`config.mk`:
```
export PLATFORM = sky130hd
export DESIGN_NAME = led_pwm
export DESIGN_NICKNAME = d
export VERILOG_FILES = /design/src/rtl/pipeline_types.sv /design/src/rtl/pwm_channel.sv /design/src/rtl/led_pwm.sv
export SDC_FILE = /design/constraint.sdc
export NUM_CORES = 1
export LEC_CHECK = 0
export BUFFER_PORTS_ARGS = -buffer_cell sky130_fd_sc_hd__buf_2
export CORE_ASPECT_RATIO = 1.2
export CORE_UTILIZATION = 39
export DETAILED_ROUTE_END_ITERATION = 7
export GPL_TIMING_DRIVEN = 0
export SETUP_SLACK_MARGIN = 0.2
export SYNTH_ARGS = -nofsm -noshare
export SYNTH_HDL_FRONTEND = slang
export SYNTH_HIERARCHICAL = 1
export SYNTH_SLANG_ARGS = --single-unit
```
`constraint.sdc`:
```
create_clock -name i_clk -period 4.4 [get_ports i_clk]
set_input_delay 0.66 -clock i_clk [delete_from_list [all_inputs] [get_ports i_clk]]
set_output_delay 0.66 -clock i_clk [all_outputs]
set_load 0.02 [all_outputs]
```
`src/rtl/pipeline_types.sv`:
```
// pipeline_types: shared duty types and colour-word mapping; LED_PWM_GAMMA_EN selects the gamma curve.
package pipeline_types;
   typedef struct packed {
      logic [7:0] g;
      logic [7:0] r;
      logic [7:0] b;
   } rgb_duty_t;
   typedef enum logic {IDLE, RUN} pwm_state_t;
   localparam logic [7:0] PWM_MAX_COUNT = 8'd254;
`ifdef LED_PWM_GAMMA_EN
   function automatic logic [7:0] duty_map(input logic [7:0] v);
      logic [15:0] p;
      logic [16:0] s;
      p = {8'd0, v} * {8'd0, v};
      s = {1'b0, p} + 17'd255;
      return 8'(s >> 8);
   endfunction
`else
   function automatic logic [7:0] duty_map(input logic [7:0] v);
      return v;
   endfunction
`endif
   function automatic rgb_duty_t word_map(input logic [23:0] w);
      return '{g: duty_map(w[23:16]), r: duty_map(w[15:8]), b: duty_map(w[7:0])};
   endfunction
endpackage

```
`src/rtl/pwm_channel.sv`:
```
// pwm_channel: per-colour duty comparator with a registered drive output.
module pwm_channel (
   input  logic       i_clk,
   input  logic       i_reset_n,
   input  logic       i_run,
   input  logic [7:0] i_count,
   input  logic [7:0] i_duty,
   output logic       o_pwm
);
   always_ff @(posedge i_clk or negedge i_reset_n)
      if (!i_reset_n) o_pwm <= 1'b0;
      else o_pwm <= i_run && (i_count < i_duty);
endmodule

```
`src/rtl/led_pwm.sv`:
```
// led_pwm: three-channel LED PWM with pending/active duty buffering and idle blanking (gamma via LED_PWM_GAMMA_EN).
module led_pwm
   import pipeline_types::*;
#(
   parameter int PRESCALE     = 4,
   parameter int IDLE_PERIODS = 64
) (
   input  logic        i_clk,
   input  logic        i_reset_n,
   input  logic [23:0] i_led_data,
   input  logic        i_data_valid,
   output logic        o_pwm_r,
   output logic        o_pwm_g,
   output logic        o_pwm_b,
   output logic        o_update,
   output logic        o_pending
);
   localparam int PW = PRESCALE > 1 ? $clog2(PRESCALE) : 1;
   localparam int IW = $clog2(IDLE_PERIODS + 1);
   localparam logic [PW-1:0] PRE_LAST  = PW'(PRESCALE - 1);
   localparam logic [IW-1:0] IDLE_LAST = IW'(IDLE_PERIODS - 1);

   pwm_state_t    state, state_nxt;
   logic [PW-1:0] pre, pre_nxt;
   logic [7:0]    count, count_nxt;
   logic [IW-1:0] idle_cnt, idle_nxt;
   rgb_duty_t     pend, pend_nxt, act, act_nxt, mapped;
   logic          pending_nxt, update_nxt, tick, wrap;

   assign mapped = word_map(i_led_data);
   assign tick   = pre == PRE_LAST;
   assign wrap   = state == RUN && tick && count == PWM_MAX_COUNT;

   // a strobe landing on the wrap goes straight to active, overriding any pending word
   always_comb begin
      state_nxt   = state;
      pre_nxt     = '0;
      count_nxt   = '0;
      idle_nxt    = '0;
      pend_nxt    = pend;
      act_nxt     = act;
      pending_nxt = o_pending;
      update_nxt  = 1'b0;
      if (state == IDLE) begin
         if (i_data_valid) begin
            state_nxt   = RUN;
            act_nxt     = mapped;
            pending_nxt = 1'b0;
            update_nxt  = 1'b1;
         end
      end else begin
         pre_nxt   = tick ? '0 : pre + 1'b1;
         count_nxt = !tick ? count : wrap ? 8'd0 : count + 1'b1;
         idle_nxt  = i_data_valid ? '0 : wrap ? idle_cnt + 1'b1 : idle_cnt;
         if (wrap && i_data_valid) begin
            act_nxt     = mapped;
            pending_nxt = 1'b0;
            update_nxt  = 1'b1;
         end else if (i_data_valid) begin
            pend_nxt    = mapped;
            pending_nxt = 1'b1;
         end else if (wrap && o_pending) begin
            act_nxt     = pend;
            pending_nxt = 1'b0;
            update_nxt  = 1'b1;
         end
         if (wrap && !i_data_valid && idle_cnt == IDLE_LAST) begin
            state_nxt   = IDLE;
            act_nxt     = '0;
            idle_nxt    = '0;
            pre_nxt     = '0;
            count_nxt   = '0;
            pending_nxt = 1'b0;
            update_nxt  = 1'b0;
         end
      end
   end

   always_ff @(posedge i_clk or negedge i_reset_n)
      if (!i_reset_n) begin
         state     <= IDLE;
         pre       <= '0;
         count     <= '0;
         idle_cnt  <= '0;
         pend      <= '0;
         act       <= '0;
         o_pending <= 1'b0;
         o_update  <= 1'b0;
      end else begin
         state     <= state_nxt;
         pre       <= pre_nxt;
         count     <= count_nxt;
         idle_cnt  <= idle_nxt;
         pend      <= pend_nxt;
         act       <= act_nxt;
         o_pending <= pending_nxt;
         o_update  <= update_nxt;
      end

   pwm_channel u_g (.i_clk(i_clk), .i_reset_n(i_reset_n), .i_run(state == RUN), .i_count(count), .i_duty(act.g), .o_pwm(o_pwm_g));
   pwm_channel u_r (.i_clk(i_clk), .i_reset_n(i_reset_n), .i_run(state == RUN), .i_count(count), .i_duty(act.r), .o_pwm(o_pwm_r));
   pwm_channel u_b (.i_clk(i_clk), .i_reset_n(i_reset_n), .i_run(state == RUN), .i_count(count), .i_duty(act.b), .o_pwm(o_pwm_b));
endmodule

```
**Yosys cells after proc, flatten, opt, wreduce, memory -nomap -nowiden**

Index checks and enable logic that the tools add are counted.

- Equal/unequal tests: 6
- Add/subtract/negate cells: 3
- $lt $le $gt $ge: 3
- Multiplexer cells: 31
- Reductions and logical operators: 15
- Bitwise operators: 1

Operators by type and width:

| operator | number |
|---|---|
| $mux 24 | 6 |
| $mux 8 | 4 |
| $mux 7 | 4 |
| $lt 8x8->1 | 3 |
| $mux 1 | 14 |
| $logic_and 1x1->1 | 9 |
| $add 8x1->8 const B | 1 |
| $eq 8x8->1 const B | 1 |
| $ne 4x2->1 const B | 2 |
| $add 7x1->7 const B | 1 |
| $eq 7x6->1 const B | 1 |
| $mux 2 | 3 |
| $reduce_and 3->1 | 2 |
| $reduce_bool 4->1 | 1 |
| $ne 3x1->1 const B | 1 |
| $add 2x1->2 const B | 1 |
| $eq 2x2->1 const B | 1 |
| $reduce_and 2->1 | 1 |
| $reduce_bool 2->1 | 1 |
| $logic_not 1->1 | 1 |
| $not 1->1 | 1 |

- Output and inout bits: 5
- Bits in registers: 71
- Input bits: 27
- Word-level logic and storage cells: 74

**Longest topological paths before layout**

- Depth in word-level cells: 9
- Mapped depth: 8
- Depth with buffers taken out: 6

**Cells and area by module**

Netlist, hierarchy kept.

By module, submodules not included:

| module | cells an instance | area an instance (um^2) | instances | sequential area each (um^2) |
|---|---|---|---|---|
| led_pwm | 382 | 3,816.2 | 1 | 1,701.6 |
| pwm_channel | 27 | 209.0 | 3 | 25.0 |

**Least setup slack after synthesis**

OpenSTA, ideal clock, no wires.

- Path kind: register to register
- Start point: register count[0]
- End point: register act[22] (netlist bit)
- Cell stages (with the launch flop): 9
- Setup time: 0.125 ns
- Required time: 4.275 ns
- Buffers on the path: 2
- Setup slack: 2.379 ns
- Period minus slack after synthesis: 2.021 ns
- Arrival: 1.896 ns
- Cells stage by stage: dfrtp_1 -> inv_1 -> ha_1 -> nand4_1 -> buf_2 -> clkbuf_1 -> o32ai_1 -> a211o_1 -> mux2_2

- Longest elaborated chain between the ends: 6
- Elaborated cells between the ends (all ways): 12
- Classes of those cells: 2 x eq/ne; 3 x mux; 7 x reduce/logical

Ends and longest elaborated chain:

| what | RTL line | text |
|---|---|---|
| start: declaration | led_pwm.sv:25 | `logic [7:0] count, count_nxt;` |
| start signal: assignment | led_pwm.sv:92 | `count <= count_nxt;` |
| $eq 8x8->1 * | led_pwm.sv:32 | `assign wrap = state == RUN && tick && count == PWM_MAX_COUNT;` |
| $logic_and 1x1->1 * | led_pwm.sv:32 |  |
| $logic_and 1x1->1 (on tied branches) | led_pwm.sv:67, led_pwm.sv:55 |  |
| $logic_and 1x1->1 / $mux 24 (equally long branches) | led_pwm.sv:67, led_pwm.sv:55 |  |
| $ne 4x2->1 (no source line), or another cell as far along | -- |  |
| $reduce_and 3->1 (no source line) / $mux 24 (equally long branches) | -- |  |
| end signal: assignment | led_pwm.sv:95 | `act <= act_nxt;` |
| end: declaration | led_pwm.sv:27 | `rgb_duty_t pend, pend_nxt, act, act_nxt, mapped;` |

Every way passes the cells marked *; elsewhere a longest branch is shown, timed or not.
A chain may end at the register's enable or synchronous reset.

**Worst setup path in the final report**

- Start point: register count[0]
- End point: register act[16] (netlist bit)

Same word-level chain as after synthesis.

==> flow_metrics.py <==
metrics = {
    "clock_network": {
        "cts_setup_buffers": 0,
        "root_buffer": "clkbuf_16",
        "cts_tree": "yes",
        "cts_buffer_depth": 2,
        "clk_pin_slew_ps": 50,
        "cts-htree-levels": 3,
        "cts_hold_buf": 0,
        "clk_latency_ps": 340,
        "cts_sinks": 71,
        "cts_buffers": 9,
        "cts_resized": 0,
    },
    "global_routing": {
        "antenna_found_initial": 0,
        "grt_use_total_pct": 20.96,
        "grt_pass1_wl_mm": 19.10,
        "overflow": 0,
        "grt_max_degree": 48,
        "grt_pass1_vias": 3657,
    },
    "logic_synthesis": {
        "ys_seq_area_share_pct": 39.99,
        "synth_area_mm2": 0.004443,
        "synth_edf_count": 0,
        "netlist_instances": 463,
        "synthArstFlopShare_pct": 100.0,
        "ys_types": 46,
        "synth_top_area_share_pct": 39.99,
        "avgSynthCellArea_um2": 9.596,
        "yosysTopAreaCell": "dfrtp_1",
        "ys_top_cells_by_area": "dfrtp_1 40%, ha_1 7.0%, mux2i_1 6.5%, inv_1 6.4%, a211oi_1 5.6%",
        "syn-num-nets": 515,
        "ys.flop_type": "dfrtp_1",
        "yosysWarningCount": 6,
        "synth_seq_cells": 71,
    },
    "detailed_routing": {
        "antenna_left": 0,
        "drt_iter0_markers": 146,
        "wl_per_cell_um": 17.66,
        "drc": 0,
        "wirelength_mm": 11.34,
        "dr_total_vias": 3624,
        "first_pass_iters": 5,
        "routed_via_density": 5.645,
    },
    "cells_and_area": {
        "final_common_cell": "inv_1",
        "area.growth.synth_to_final_pct": 14.14,
        "drive_above_1_share_pct": 17.25,
        "diodes": 0,
        "fill_cells": 1060,
        "fin_cells": 642,
        "layout_common_cells": "76 x inv_1, 71 x dfrtp_1, 41 x buf_2",
        "nets": 558,
    },
    "place": {
        "port_buffers": 31,
        "pre_cts_ws_ps": 1810,
        "dp.cells": 627,
        "gp_congestion": 0.8112,
        "hpwl_mm": 8.036,
    },
    "timing": {
        "skew_ps": 3.901,
        "period_needed_ps": 2604,
        "max_freq_mhz": 384.0,
        "worst_pin_slew_ps": 634.0,
        "setup_viol": 0,
        "fin_crit_sh_pct": 59.18,
        "hold_viol_final": 0,
        "fin_setup_tns_ps": 0,
        "grt_setup_unrepaired": "no",
        "fin_ws_ps": 1796,
        "slew_violations": 0,
        "slew_headroom_pct": 57.73,
    },
    "floorplan": {
        "die_x_um": 99.44,
        "start_util_pct": 40.26,
        "die_area_mm2": 0.01182,
        "ios": 32,
        "die_y_um": 118.9,
        "core_mm2": 0.01104,
        "rows": 42,
    },
    "worst_setup_path": {
        "ff2ff_setup_slack_ps": 1800,
        "cp_max_fo": 10,
        "r2r-start": "count[0]$_DFFE_PN0P_",
        "cp.arrival_ps": 2830,
        "cp-end-kind": "flop",
        "required_ps": 4620,
        "worstSetupPathType": "reg -> reg",
        "timing.rr.end": "act[16]$_DFFE_PN0P_",
        "start_kind": "flop",
        "reg2regPathDepth": 8,
    },
    "power": {
        "power_density_mw_per_mm2": 310.1,
        "leakagePower_nw": 2.493,
        "irDropWorstVdd_uv": 239.8,
    },
    "run": {
        "max_cap_violations": 0,
    },
    "hold_path": {
        "hold_class": "in -> async",
    },
    "status": {
        "status": "finished, final reports clean",
    },
}
layer usage:
| layer | part of all wire, % | global-route usage (%) | up-vias |
|---|---|---|---|
| li1 | - | - | 1733 |
| met2 | 49 | 34.42 | 101 |
| met4 | 2.2 | 9.651 | 0 |
| met3 | 4.0 | 2.993 | 18 |
| met1 | 45 | 27.18 | 1772 |
| met5 | 0 | 0 | - |
synth_stat cells, types with 4 or more instances:
cell type  instances
mux2_2            19
a21oi_1           10
inv_1             76
a211o_1           18
nor2b_1            8
o32ai_1           24
buf_2             11
clkbuf_1          10
buf_4              5
a211oi_1          33
nand2_1           38
dfrtp_1           71
and3_1             4
nand4_1            6
nor2_1            16
o21ai_0           11
ha_1              25
mux2i_1           29
area by class of cell:
cell class	count	area [um^2]	share of cell area [%]
repair buffers	32	185.2	3.652
flip-flops and latches	71	1777	35.04
inverters	76	285.3	5.625
plain buffers	31	171.4	3.380
multi-input cells	285	2210	43.57
clock buffers	15	277.8	5.477
well taps	132	165.2	3.257
critical path: stages, from the launching register on:
cell and delay [ps]:
dfrtp_1 530, inv_1 120, ha_1 270, nand4_1 100, buf_2 280, clkbuf_1 470, o32ai_1 170, a211o_1 270
mux2_2 260
how the worst max path moves through the flow:
stage                                     from             endpoint  slack [ps]  depth (start not counted)
after floorplan           count[0]$_DFFE_PN0P_  act[22]$_DFFE_PN0P_        2380                          8
after global placement    count[0]$_DFFE_PN0P_  act[16]$_DFFE_PN0P_        1830                          8
after detailed placement  count[0]$_DFFE_PN0P_  act[16]$_DFFE_PN0P_        1810                          8
after global routing      count[0]$_DFFE_PN0P_  act[16]$_DFFE_PN0P_        1620                          8
final                     count[0]$_DFFE_PN0P_  act[16]$_DFFE_PN0P_        1800                          8
after CTS                 count[0]$_DFFE_PN0P_  act[16]$_DFFE_PN0P_        1790                          8
power breakdown:
part / internal [mW] / switching, mW
Sequential: 0.690 / 0.0195
Clock: 0.425 / 0.265
Combinational: 0.0774 / 0.0955
state kept, by name (all words and copies together) (netlist names):
signal and cells:
o_pending 1, u_g/o_pwm 1, idle_cnt 7, o_update 1, pend 24, act 24, count 8, pre 2
u_r/o_pwm 1, state 1, u_b/o_pwm 1
cell families after synthesis:
family	Yosys count	share of synthesized area, %
mux	48	11.35
buf+inv	107	10.28
compound gates	115	19.91
fa+ha+maj	25	7.040
simple gates	92	10.45
flops	71	39.99
xor+xnor	5	0.9858
through the flow:
stage | utilization [%] | hold slack [ps] | total power [mW] | instance area [um^2]
floorplan | - | 364.4 | 0.8288 | 4443
global placement | 43.16 | 428.4 | 0.8843 | 4763
detailed placement | 43.44 | 444.7 | 0.8951 | 4793
CTS | 45.95 | 239.8 | 1.589 | 5071
global route | 45.95 | 258.7 | 1.643 | 5071
finish | 45.95 | 237.9 | 1.572 | 5071
No activity file was read; power rests on OpenSTA's default activity.
